### src/rtl/signal_gate_stretch.sv
// signal_gate_stretch: turns each rising edge of the delayed trigger into a
// gate of programmable width, followed by a programmable hold-off. It also
// keeps saturating counts of accepted and rejected triggers.
// Build option: define SIGNAL_GATE_RETRIGGER_EN so that a rise during GATE
// restarts the gate instead of being rejected.
//
//   state   | meaning
//   --------+-----------------------------------------------------------
//   IDLE    | waiting for a rise on din while enable is high
//   GATE    | dout high; cnt counts down the latched width
//   HOLDOFF | dout low, dead time; cnt counts down the latched hold-off
module signal_gate_stretch #(
    parameter int CNT_W  = 10,
    parameter int STAT_W = 16
) (
    input  logic              clk,
    input  logic              rst,
    input  logic              din,
    input  logic              enable,
    input  logic [CNT_W-1:0]  width,
    input  logic [CNT_W-1:0]  holdoff,
    input  logic              cnt_clr,
    output logic              dout,
    output logic              busy,
    output logic [STAT_W-1:0] acc_cnt,
    output logic [STAT_W-1:0] rej_cnt
);

`ifdef SIGNAL_GATE_RETRIGGER_EN
    localparam bit RETRIG = 1'b1;
`else
    localparam bit RETRIG = 1'b0;
`endif

    typedef enum logic [1:0] {
        IDLE    = 2'd0,
        GATE    = 2'd1,
        HOLDOFF = 2'd2
    } state_t;

    state_t             state;
    logic [CNT_W-1:0]   cnt;
    logic [CNT_W-1:0]   width_l;
    logic [CNT_W-1:0]   holdoff_l;
    logic               din_d;
    logic               rise;
    logic               acc_inc;
    logic               rej_inc;

    // Classify each rising edge of din as accepted, rejected or ignored.
    always_comb begin
        rise    = din & ~din_d;
        acc_inc = 1'b0;
        rej_inc = 1'b0;
        if (rise) begin
            case (state)
                IDLE: begin
                    if (enable) begin
                        if (width != '0) acc_inc = 1'b1;
                        else             rej_inc = 1'b1;
                    end
                end
                GATE: begin
                    if (RETRIG) acc_inc = 1'b1;
                    else        rej_inc = 1'b1;
                end
                HOLDOFF: rej_inc = 1'b1;
                default: begin
                    acc_inc = 1'b0;
                    rej_inc = 1'b0;
                end
            endcase
        end
    end

    // Gate/hold-off state machine; dout and busy come straight from flops.
    // din_d resets high so a din held high through reset does not fire.
    always_ff @(posedge clk) begin
        if (rst) begin
            state     <= IDLE;
            cnt       <= '0;
            width_l   <= '0;
            holdoff_l <= '0;
            dout      <= 1'b0;
            busy      <= 1'b0;
            din_d     <= 1'b1;
        end else begin
            din_d <= din;
            case (state)
                IDLE: begin
                    if (rise && enable && (width != '0)) begin
                        state     <= GATE;
                        width_l   <= width;
                        holdoff_l <= holdoff;
                        cnt       <= width - CNT_W'(1);
                        dout      <= 1'b1;
                        busy      <= 1'b1;
                    end
                end
                GATE: begin
                    if (RETRIG && rise) begin
                        cnt <= width_l - CNT_W'(1);
                    end else if (cnt == '0) begin
                        dout <= 1'b0;
                        if (holdoff_l != '0) begin
                            state <= HOLDOFF;
                            cnt   <= holdoff_l - CNT_W'(1);
                        end else begin
                            state <= IDLE;
                            busy  <= 1'b0;
                        end
                    end else begin
                        cnt <= cnt - CNT_W'(1);
                    end
                end
                HOLDOFF: begin
                    if (cnt == '0) begin
                        state <= IDLE;
                        busy  <= 1'b0;
                    end else begin
                        cnt <= cnt - CNT_W'(1);
                    end
                end
                default: begin
                    state <= IDLE;
                    dout  <= 1'b0;
                    busy  <= 1'b0;
                end
            endcase
        end
    end

    // Saturating trigger statistics; a clear wins over a coincident increment.
    always_ff @(posedge clk) begin
        if (rst || cnt_clr) begin
            acc_cnt <= '0;
            rej_cnt <= '0;
        end else begin
            if (acc_inc && (acc_cnt != '1)) acc_cnt <= acc_cnt + STAT_W'(1);
            if (rej_inc && (rej_cnt != '1)) rej_cnt <= rej_cnt + STAT_W'(1);
        end
    end

endmodule

### config.mk
export PLATFORM = sky130hd
export DESIGN_NAME = signal_gate_stretch
export DESIGN_NICKNAME = d
export VERILOG_FILES = /design/src/rtl/signal_gate_stretch.sv
export SDC_FILE = /design/constraint.sdc
export NUM_CORES = 1
export LEC_CHECK = 0
export ABC_AREA = 1
export BUFFER_PORTS_ARGS = -buffer_cell sky130_fd_sc_hd__buf_2
export CAP_MARGIN = 15
export CORE_UTILIZATION = 52
export CTS_BUF_LIST = sky130_fd_sc_hd__clkbuf_16
export DETAILED_ROUTE_END_ITERATION = 10
export GPL_TIMING_DRIVEN = 0
export PLACE_DENSITY = 0.77
export SLEW_MARGIN = 20
export SYNTH_ARGS = -nofsm -noshare
export SYNTH_HDL_FRONTEND = slang
export SYNTH_SLANG_ARGS = --single-unit
export TNS_END_PERCENT = 20
### constraint.sdc
create_clock -name clk -period 1.5 [get_ports clk]
set_input_delay 0.15 -clock clk [delete_from_list [all_inputs] [get_ports clk]]
set_output_delay 0.15 -clock clk [all_outputs]
set_load 0.02 [all_outputs]
==> impl_metrics.tcl <==
set metrics [dict create \
    grt.total_usage 0.304 \
    ios 59 \
    critPathBufInv 2 \
    worst-endpoint-required_ns 1.76 \
    synth_top_cell_by_area "dfxtp_1" \
    yosysSeqAreaShare 0.294 \
    die_width_um 88.5 \
    cpMostUsedCell "nand2_4" \
    endpoint "rej_cnt[11]" \
    p_sw_w 0.00267 \
    diodes 0 \
    cts_tree "done" \
    netlist_area_um2 3890 \
    grt_pass1_wl_um 18500 \
    coreArea_um2 7250 \
    slew_violations 0 \
    sequentialPowerShare 0.254 \
    clk-insertion-delay-late_ns 0.33 \
    clkPwrFrac 0.325 \
    path_class "reg2reg" \
    dr.pass1.iters 5 \
    fp.dieH_um 88.5 \
    rsz0062_at_grt "true" \
    p_total_w 0.00701 \
    synth_top_area_frac 0.294 \
    initialDrtViolationCount 247 \
    worstPathCellList "ha_4, nand2_4, nor2_4, nand2_4, nor2_4, nand2_4, nand3_4, buf_12, buf_12, nand2_2, a21oi_2" \
    finalWorstPathRequiredPeriod_ns 1.61 \
    worstRegToRegCells 11 \
    r2r-end "rej_cnt[11]" \
    routedWlPerCell_um 14.4 \
    cts_buffer_depth 2 \
    dieArea_um2 7820 \
    avgSynthCellArea_um2 6.29 \
    finalSetupViolCount 39 \
    portBuffers 58 \
    p_int_w 0.00434 \
    area_growth_pct 36.1 \
    drc_errors 0 \
    synthCells 618 \
    ys_types 33 \
    setup_ws_ns -0.111 \
    synth_nets 653 \
    leakage_nw 2.39 \
    violations "setup timing" \
    critPathSlowestCell "dfxtp_4" \
    cpLargestDelayFamily "simple AND/OR/NAND/NOR gates" \
    drive_above_1_share 0.316 \
    start_kind "flop" \
    path_max_fanout 5 \
    worstSetupStartpoint "rej_cnt[0]" \
    maxSlewHeadroom 0.519 \
    clock-sinks 57 \
    numCtsBuffers 9 \
    timing.fmax_ghz 0.621 \
    ys_warn_count 0 \
    min_period_over_period 1.07 \
    combinationalPowerShare 0.421 \
    ant_nets 0 \
    cts.clk_slew.worst_paths_ns 0.06 \
    tightest_slew_ns 0.722 \
    finClkSkew_ns 0.00957 \
    postCtsHoldBufs 0 \
    p_sw_frac 0.381 \
    crit_cells 11 \
    hold_viol_final 0 \
    overflow 0 \
    crit_path_max_incr_delay_ns 0.36 \
    endpoint_kind "flop" \
    viasPerCell 5.49 \
    start_util 0.536 \
    worstPathArrival_ns 1.87 \
    ff2ff_setup_slack_ns -0.11 \
    r2r_start "rej_cnt[0]" \
    hold_class "in2reg" \
    ir_drop_mv 0.728 \
    detail_route.wirelength_um 11800 \
    root_buffer "clkbuf_16" \
    grt_max_degree 12 \
    gp_congestion 0.946 \
    grt_pass1_vias 4082 \
    post-dp-hpwl_um 7460 \
    antenna_found_initial 0 \
    fin_nets 754 \
    h-tree-depth 3 \
    synth_seq_cells 57 \
    drv_cap 0 \
    fin_hold_ws_ns 0.0185 \
    outcome "finished with violations" \
    fp-row-count 31 \
    dr_total_vias 4521 \
    synthTopCellsByArea "dfxtp_1 29%, nand2_1 17%, nand3_1 6.7%, nor2_1 6.5%, inv_1 6.4%" \
    p_per_area_nw_per_um2 1330 \
]
[state kept, by name, indices dropped and copies added, names as in the netlist]
name,count
cnt,10
din_d,1
holdoff_l,10
rej_cnt,16
dout,1
state,2
acc_cnt,16
busy,1
[how the worst min path moves through the flow]
stage	startpoint	end	slack (ns)	depth (start not counted)
after floorplan	rst	busy	0.22	1
after global placement	din	din_d	0.35	3
after global routing	din	din_d	0.03	3
final	rst	busy	0.02	2
after CTS	din	din_d	0.02	3
after detailed placement	din	din_d	0.36	3
[synthesized netlist by cell type, drive strengths merged]
cell type  instances
nor3               8
ha                10
inv               80
nand4             29
buf               10
and3               1
clkbuf             5
nand3             55
xnor2              6
nor4               1
a21oi             49
o21ai             26
nor2              77
xor2              16
or2                2
dfxtp             57
nand2            184
a31oi              2
[kinds of logic (layout without fill, tap and decap cells)]
logic type / Yosys count / count (layout) / share of synthesized area
and+or+nand+nor: 357 / 357 / 0.414
buffers and inverters: 95 / 201 / 0.101
AOI/OAI and AO/OA: 77 / 77 / 0.109
DFF: 57 / 57 / 0.294
xor gates and xnor gates: 22 / 22 / 0.0496
adders and majority gates: 10 / 10 / 0.0322
[metrics by stage]
step	setup TNS, ns	utilization	setup WS [ns]	area (µm²)	instances
after CTS	-0.768	0.709	-0.0829	5140	818
after floorplan	0	-	0.00344	3940	618
after detailed placement	-14.09	0.600	-0.326	4360	775
after global placement	-12.64	0.600	-0.326	4360	775
after global routing	-6.38	0.729	-0.219	5290	823
final	-1.92	0.729	-0.111	5290	823
[placed cells by master, fill, tap and decap left out, types with 7 or more instances in the layout]
master / instances
dfxtp_2: 13
nand2_2: 15
nand4_1: 29
inv_1: 62
a21oi_2: 17
inv_2: 18
o21ai_1: 9
buf_6: 7
a21oi_1: 32
buf_2: 60
nand2_1: 159
xor2_1: 16
nor2_2: 7
nand3_1: 47
o21ai_0: 16
buf_4: 26
clkbuf_16: 10
nor2_4: 8
nand2_4: 10
dfxtp_1: 40
nor2_1: 62
[power groups by stage]
stage / registers, W / logic [W] / clock network (W)
floorplan: 0.00179 / 0.00174 / 0
global placement: 0.00179 / 0.00221 / 0
detailed placement: 0.00180 / 0.00225 / 0
CTS: 0.00177 / 0.00280 / 0.00228
global route: 0.00179 / 0.00324 / 0.00237
finish: 0.00178 / 0.00295 / 0.00228
[timing repair]
item,CTS,global route
endpoints found under the setup margin,55,56
setup buffers,25,5
gates resized for setup,55,37
pin swaps,16,31
gates cloned,2,1
[per-layer routing]
layer	up-vias	routed length (µm)	track usage	part of all wire
li1	2195	-	-	-
met5	-	0	0	0
met4	0	536	0.183	0.045
met2	202	5970	0.528	0.50
met3	51	709	0.0438	0.060
met1	2073	4620	0.355	0.39
[final cells by class]
type                            count  area (µm²)
Buffer                             15         120
Clock buffer                       10         250
Clock inverter                      6        81.3
Fill cell                         578        1960
Inverter                           80         303
Multi-Input combinational cell    466        2650
Sequential cell                    57        1170
Tap cell                           99         124
Timing Repair Buffer               90         592
(Power assumes the default switching activity.)
